**src/rtl/profiler_pkg.sv**
```systemverilog
// Shared types and constants for the instruction-mix profiler.
// Latency: n/a (declarations only).
// Backpressure: n/a.
package profiler_pkg;

  // Scan controller states
  typedef enum logic [1:0] {
    IDLE = 2'd0,
    REQ  = 2'd1,
    WAIT = 2'd2,
    DONE = 2'd3
  } state_t;

  // Opcode field values (instruction bits 31:26)
  localparam logic [5:0] OP_RTYPE = 6'b000000;
  localparam logic [5:0] OP_J     = 6'b000010;
  localparam logic [5:0] OP_JAL   = 6'b000011;

  // Destination registers tracked for R-type words (instruction bits 15:11)
  localparam logic [4:0] RD_3 = 5'd3;
  localparam logic [4:0] RD_4 = 5'd4;
  localparam logic [4:0] RD_5 = 5'd5;

  // All profile counters, bundled so they clear and hold together
  typedef struct packed {
    logic [3:0] r;
    logic [3:0] i;
    logic [3:0] j;
    logic [3:0] c3;
    logic [3:0] c4;
    logic [3:0] c5;
  } cnt_t;

  // 4-bit counter step by a single flag
  function automatic logic [3:0] bump(input logic [3:0] v, input logic en);
    return v + {3'b000, en};
  endfunction

endpackage

```
**src/rtl/instr_classify.sv**
```systemverilog
// Decodes one instruction word into class flags and tracked-rd flags.
// Latency: purely combinational, zero cycles.
// Backpressure: none; output follows the input word.
module instr_classify
  import profiler_pkg::*;
(
  input  logic [31:0] word,
  output logic        is_r,
  output logic        is_i,
  output logic        is_j,
  output logic        rd_is3,
  output logic        rd_is4,
  output logic        rd_is5
);

  logic [5:0] opcode;
  logic [4:0] rd;
  logic       unused_fields;

  assign opcode = word[31:26];
  assign rd     = word[15:11];

  // Remaining fields carry no profile information
  assign unused_fields = ^{word[25:16], word[10:0]};

  // Class decode; anything not R or J counts as I-type
  always_comb begin
    is_r   = (opcode == OP_RTYPE);
    is_j   = (opcode == OP_J) || (opcode == OP_JAL);
    is_i   = !is_r && !is_j;
    rd_is3 = is_r && (rd == RD_3);
    rd_is4 = is_r && (rd == RD_4);
    rd_is5 = is_r && (rd == RD_5);
  end

endmodule

```
**src/rtl/instr_profile_ctrl.sv**
```systemverilog
// Fetches NUM_INSTR words from instruction memory and counts R/I/J types and rd 3/4/5 writes.
// Latency: one REQ cycle plus the memory wait per word; 2*NUM_INSTR edges with zero-wait memory.
// Backpressure: one outstanding read; the controller holds in WAIT until mem_valid returns.
module instr_profile_ctrl
  import profiler_pkg::*;
#(
  parameter int NUM_INSTR = 8,
  parameter int BASE_ADDR = 0,
  parameter int ADDR_W    = 6
) (
  input  logic              clk,
  input  logic              rst,
  input  logic              start,
  output logic              mem_req,
  output logic [ADDR_W-1:0] mem_addr,
  input  logic              mem_valid,
  input  logic [31:0]       mem_data,
  input  logic [1:0]        sel,
  output logic [7:0]        led,
  output logic              busy,
  output logic              done
);

  localparam logic [ADDR_W-1:0] BASE  = ADDR_W'(BASE_ADDR);
  localparam logic [4:0]        TOTAL = 5'(NUM_INSTR);

  state_t     state;
  state_t     state_nxt;
  logic       clear;
  logic       accept;
  logic [3:0] proc_cnt;
  cnt_t       cnt;

  logic is_r;
  logic is_i;
  logic is_j;
  logic rd_is3;
  logic rd_is4;
  logic rd_is5;

  instr_classify u_classify (
    .word   (mem_data),
    .is_r   (is_r),
    .is_i   (is_i),
    .is_j   (is_j),
    .rd_is3 (rd_is3),
    .rd_is4 (rd_is4),
    .rd_is5 (rd_is5)
  );

  // State register
  always_ff @(posedge clk or posedge rst) begin
    if (rst) begin
      state <= IDLE;
    end else begin
      state <= state_nxt;
    end
  end

  // Next state and control strobes; start is only honoured while not scanning
  always_comb begin
    state_nxt = state;
    clear     = 1'b0;
    accept    = 1'b0;
    mem_req   = 1'b0;
    busy      = 1'b0;
    done      = 1'b0;
    case (state)
      IDLE: begin
        if (start) begin
          clear     = 1'b1;
          state_nxt = REQ;
        end
      end
      REQ: begin
        mem_req   = 1'b1;
        busy      = 1'b1;
        state_nxt = WAIT;
      end
      WAIT: begin
        busy = 1'b1;
        if (mem_valid) begin
          accept    = 1'b1;
          state_nxt = (({1'b0, proc_cnt} + 5'd1) < TOTAL) ? REQ : DONE;
        end
      end
      DONE: begin
        done = 1'b1;
        if (start) begin
          clear     = 1'b1;
          state_nxt = REQ;
        end
      end
      default: state_nxt = IDLE;
    endcase
  end

  // Address, progress and profile counters; a new scan starts from a clean slate
  always_ff @(posedge clk or posedge rst) begin
    if (rst) begin
      mem_addr <= BASE;
      proc_cnt <= 4'd0;
      cnt      <= '0;
    end else if (clear) begin
      mem_addr <= BASE;
      proc_cnt <= 4'd0;
      cnt      <= '0;
    end else if (accept) begin
      mem_addr <= mem_addr + 1'b1;
      proc_cnt <= proc_cnt + 4'd1;
      cnt.r    <= bump(cnt.r,  is_r);
      cnt.i    <= bump(cnt.i,  is_i);
      cnt.j    <= bump(cnt.j,  is_j);
      cnt.c3   <= bump(cnt.c3, rd_is3);
      cnt.c4   <= bump(cnt.c4, rd_is4);
      cnt.c5   <= bump(cnt.c5, rd_is5);
    end
  end

  // LED page mux straight from registered state
  always_comb begin
    led = 8'h00;
    case (sel)
      2'b00:   led = {cnt.r,  cnt.i};
      2'b01:   led = {cnt.j,  cnt.c3};
      2'b10:   led = {cnt.c4, cnt.c5};
      default: led = {busy, done, 2'b00, proc_cnt};
    endcase
  end

endmodule

```
**config.mk**
```make
export PLATFORM = sky130hd
export DESIGN_NAME = instr_profile_ctrl
export DESIGN_NICKNAME = d
export VERILOG_FILES = /design/src/rtl/profiler_pkg.sv /design/src/rtl/instr_classify.sv /design/src/rtl/instr_profile_ctrl.sv
export SDC_FILE = /design/constraint.sdc
export NUM_CORES = 1
export LEC_CHECK = 0
export CORE_MARGIN = 1.5
export CORE_UTILIZATION = 49
export DETAILED_ROUTE_END_ITERATION = 8
export PLACE_DENSITY = 0.8
export SETUP_SLACK_MARGIN = 0.4
export SYNTH_ARGS = -nofsm -noshare
export SYNTH_HDL_FRONTEND = slang
export SYNTH_HIERARCHICAL = 1
export SYNTH_SLANG_ARGS = --single-unit
export TNS_END_PERCENT = 10
```
**constraint.sdc**
```tcl
create_clock -name clk -period 2 [get_ports clk]
set_input_delay 0.6 -clock clk [delete_from_list [all_inputs] [get_ports clk]]
set_output_delay 0.6 -clock clk [all_outputs]
set_load 0.02 [all_outputs]
```
Word-level counts from Yosys, hierarchy flattened
Index checks and enable logic that the tools add are counted.
Word-level totals
  bits in read-only memories: 0
  output and inout port bits: 17
  register bits after elaboration: 36
  latch bits: 0
  memories: 0
  word-level logic and storage cells: 63
  RAM bits: 0
Cells by class
  $mul: 0
  bitwise logic cells: 0
  shift operators: 0
  add/sub/neg operators: 9
  divide/modulo/power cells: 0
  equal/unequal tests: 12
  mux-type cells: 18
  reductions and logical operators: 14
  $lt $le $gt $ge: 1
Operators by type and width (count)
  $mux 24: 2
  $add 4x1->4: 6
  $pmux 8 s3: 1
  $eq 6x2->1 const B: 2
  $mux 6: 2
  $eq 5x3->1 const B: 2
  $mux 4: 2
  $mux 1: 7
  $add 6x1->6 const B: 1
  $eq 2x2->1 const B: 3
  $logic_not 6->1: 1
  $mux 2: 3
  $pmux 2 s3: 1
  $add 4x1->5 const B: 1
  $eq 5x2->1 const B: 1
  $lt 5x4->1 const B: 1
  $add 4x1->4 const B: 1
  $eq 2x1->1 const B: 2
  $logic_and 1x1->1: 4
  $logic_not 2->1: 2
  $reduce_or 2->1: 2
  $logic_not 1->1: 2
  $ne 2x1->1 const B: 1
  $ne 2x2->1 const B: 1
  other kinds (3): 3

Logic depth before layout (Yosys ltp)
  depth in word-level cells: 7
  gate-level depth with buffers: 8
  gate-level depth less buffers: 7

Hierarchy
The synthesis kept the hierarchy.
By module, submodules not included
  instr_profile_ctrl: cells an instance 209, times used 1, area each 2034.5 um^2
  instr_classify: cells an instance 13, times used 1, area each 82.6 um^2

Worst setup path after synthesis
OpenSTA, ideal clock, no wires.
  path kind: input -> register
  start: input port mem_data[31]
  end: register cnt[7] (netlist name)
  path slack: -283 ps
  path buffers: 1
  arrival time: 2205 ps
  data required time: 1922 ps
  stages: 7
  cells stage by stage: or4_1 buf_2 nor4_1 ha_1 nand3_1 or3_1 a21oi_1
Between the ends
  longest elaborated chain between the ends: 5
RTL lines
  start, declared: line instr_profile_ctrl.sv:17  | input logic [31:0] mem_data,
  $logic_not 6->1: line instr_classify.sv:28  | is_r = (opcode == OP_RTYPE);
  $logic_and 1x1->1: line instr_classify.sv:32  | rd_is4 = is_r && (rd == RD_4);
  via rd_is4: line instr_profile_ctrl.sv:38  | logic rd_is4;
  $add 4x1->4: line profiler_pkg.sv:36  | return v + {3'b000, en};
  $mux 24: line instr_profile_ctrl.sv:108  | end else if (accept) begin
  $mux 24: line instr_profile_ctrl.sv:104  | end else if (clear) begin
  end, declared: line instr_profile_ctrl.sv:32  | cnt_t cnt;
The timed path passes the listed nets, and every way through them passes these cells. The select of a mux whose other input is x is not followed.
A chain may end at the register's enable or synchronous reset.

Final worst setup path
  start: register state[1]
  end: output port led[7]
Between the ends
  longest elaborated chain between the ends: 4
  elaborated cells on any way between the ends: 5
  those cells by class: eq/ne (2); mux (2); reduce/logical (1)
RTL lines
  start, declared: line instr_profile_ctrl.sv:27  | state_t state;
  start signal, assigned: line instr_profile_ctrl.sv:56  | state <= state_nxt;
  $eq 2x2->1 or $eq 2x1->1 (tied branches): line instr_profile_ctrl.sv:68  | case (state)
  $reduce_or 2->1 (no line) *
  $mux 1 *: line instr_profile_ctrl.sv:68
  $pmux 8 s3 *: line instr_profile_ctrl.sv:123  | case (sel)
  end, declared: line instr_profile_ctrl.sv:19  | output logic [7:0] led,
Every way passes the cells marked *; elsewhere a longest branch is shown, timed or not.

==> results_dict.tcl <==
set metrics [dict create \
    num_antenna_cells 0 \
    clock.fmax_mhz 442 \
    drt-total-wl_microns 5570 \
    worstPathArrival_ps 1660 \
    cts_buffer_depth 2 \
    gp_congestion 0.837 \
    critPathSlowestCell "mux4_2" \
    synthTopCellsByArea "dfrtp_1, ha_1, mux4_2, a21oi_1, nand2_1" \
    p_switching_uw 988 \
    seqPwrFrac_pct 31.5 \
    p_int_uw 1710 \
    criticalPathCategory "reg -> out" \
    setup_ws_ps -262 \
    min_period_ps 2260 \
    cts_tree "yes" \
    holdWs_ps 560 \
    rows 23 \
    worst_slew_pin_slew_ps 462 \
    clk_pin_slew_ps 70 \
    grt_pass1_wl_microns 8630 \
    viasPerCell 5.56 \
    cp_cell_sequence "ha_4, inv_2, mux4_2, buf_6" \
    antenna_found_initial 0 \
    cts_root_buffer "clkbuf_8" \
    r2r_end "cnt[23]" \
    holdPathEnd "mem_addr[5]" \
    synth_cell_types 29 \
    htreeDepth 2 \
    topRoutingLayerUsed "met4" \
    crit_start "state[1]" \
    start_util_pct 51.8 \
    drt_iter0_drc 127 \
    first_pass_iters 4 \
    wl_per_cell_microns 16.2 \
    wl_met3_microns 223 \
    period_share_pct 113 \
    setup_tns_ps -1740 \
    synth_top_area_share_pct 42.6 \
    insertion_delay_ps 290 \
    hp-start "mem_addr[5]" \
    start_kind "flip-flop" \
    ant_nets 0 \
    synth_top_area_cell "dfrtp_1" \
    holdBufCountCts 0 \
    rsz0062_at_grt "yes" \
    fillers 255 \
    irDropWorstVdd_v 0.000499 \
    met1_length_microns 2340 \
    drcViolationCount 0 \
    vias 1913 \
    status "finished, violations left" \
    crit_fanout 3 \
    die-height_microns 68.7 \
    regToRegSetupSlack_ps 480 \
    maxCapViolCount 0 \
    violations "setup timing" \
    dp_hpwl_microns 3660 \
    overflow 0 \
    cpLargestDelayFamily "multiplexers" \
    syn_nets 278 \
    place_ws_ps -925 \
    ys_seq_area_share_pct 42.6 \
    grt_max_degree 37 \
    p_leak_uw 0.00144 \
    powerDensity_mw_per_mm2 859 \
    yosys_warnings 6 \
    nNetsFinal 349 \
    drive_gt1_share_pct 40.5 \
    p_comb_share_pct 48.5 \
    cp.buffers_inverters 2 \
    hold_viol_final 0 \
    end_kind "output pin" \
    die_w_microns 68.7 \
    route.met2.wl_microns 2920 \
    final_util_pct 76.8 \
    grt_pass1_vias 1874 \
    min_path_type "reg -> reg" \
    pwr-share-clk_pct 20.0 \
    max_stage_delay_ps 460 \
    reg2regPathDepth 6 \
    die_area_sq_mm 0.00472 \
    worstPathRequired_ps 1400 \
    r2r_start "state[0]" \
    slew_violations 0 \
    boundaryPins 55 \
    syn_area_sq_mm 0.00212 \
    relSlewSlack_pct 69.2 \
    finalSetupViolCount 16 \
    swShare_pct 36.7 \
    min_path_cells 2 \
    core-area_sq_mm 0.00409 \
    cts_buffers 5 \
    area_growth_pct 48.2 \
    cts_sinks 36 \
    grt_use_total_pct 25.5 \
    syn_area_per_cell_sq_um 9.54 \
    finalClockSkew_ps 2.50 \
    portBuffers 33 \
    postSynthRegisterBits 36 \
    netlist_instances 222 \
]
[worst max-delay path by stage]
stage	end	cells past startpoint
floorplan	cnt[7]	7
global placement	led[2]	4
detailed placement	led[0]	4
CTS	led[6]	4
global route	led[7]	4
finish	led[7]	4
[flip-flops by register name, indices dropped and copies added, names as in the netlist]
register,count
mem_addr,6
state,2
cnt,24
proc_cnt,4
[cell families (layout without fill, tap and decap cells)]
| family | after synthesis | count (layout) | share of synthesized area, % |
|---|---|---|---|
| xor+xnor | 10 | 10 | 4.14 |
| simple gates | 86 | 86 | 19.7 |
| mux | 9 | 9 | 7.80 |
| buf+inv | 20 | 92 | 4.14 |
| flops | 36 | 36 | 42.6 |
| compound gates | 43 | 43 | 11.1 |
| fa+ha+maj | 18 | 18 | 10.6 |
[power by group through the flow]
| stage | Sequential, uW | Clock, uW | Combinational (uW) |
|---|---|---|---|
| after floorplan | 871 | 0 | 536 |
| after global placement | 844 | 0 | 1050 |
| after detailed placement | 848 | 0 | 1090 |
| after CTS | 846 | 550 | 1230 |
| after global routing | 855 | 580 | 1420 |
| final | 850 | 540 | 1310 |
[layout by cell type (no fill, tap or decap), types with 5 or more instances in the layout]
cell / count
buf_4: 35
o21ai_0: 8
ha_1: 7
dfrtp_1: 36
nand3_1: 13
buf_6: 22
or3_1: 8
clkbuf_8: 6
nand2b_1: 5
mux4_2: 6
nand2_1: 32
xor2_1: 8
ha_4: 7
buf_2: 7
nor2_1: 10
a21oi_1: 22
[layer usage]
layer / vias to the layer above / track usage, %
met5: - / 0
met4: 0 / 9.31
met3: 6 / 4.87
met2: 55 / 43.0
met1: 935 / 32.7
li1: 917 / -
[per-stage QoR]
step	total power, uW	area (sq um)	std cells
after floorplan	1410	2160	222
after global placement	1900	2790	331
after detailed placement	1940	2790	331
after CTS	2620	3080	341
after global routing	2850	3140	344
final	2700	3140	344
[final cells by class]
type	count	area, sq um	area share (%)
multi-input cells	166	1350	43.1
repair buffers	78	708	22.6
clock buffers	8	90.1	2.87
well taps	50	62.6	1.99
flip-flops and latches	36	901	28.7
inverters	6	25.0	0.797
[worst min-delay path: stages, from the launching register on]
cell,delay [ps]
dfrtp_1,400
o31ai_1,70
a21oi_1,60
[Yosys cell counts]
cell type and number:
and2_1 2, o211ai_1 1, xnor2_1 2, nand2b_1 5
dfrtp_1 36, a31oi_1 1, clkbuf_1 4, o211a_1 1
o31ai_1 1, a31o_2 1, or3_1 9, nor2_1 12
or4_1 2, buf_2 10, mux4_2 6, ha_1 18
nor2b_1 1, a21oi_1 26, or2_2 1, inv_1 6
or4b_2 1, o21ai_0 11, xor2_1 8, or4bb_1 1
nor4_1 3, nand2_1 33, nand3_1 16, mux2i_1 3
a21o_2 1
[what timing repair did]
item	in CTS	in global routing
gates cloned	0	0
endpoints found under the setup margin	45	45
resized for setup	158	23
buffers inserted	2	3
pin swaps	23	26
Power figures use the tool's default switching activity.
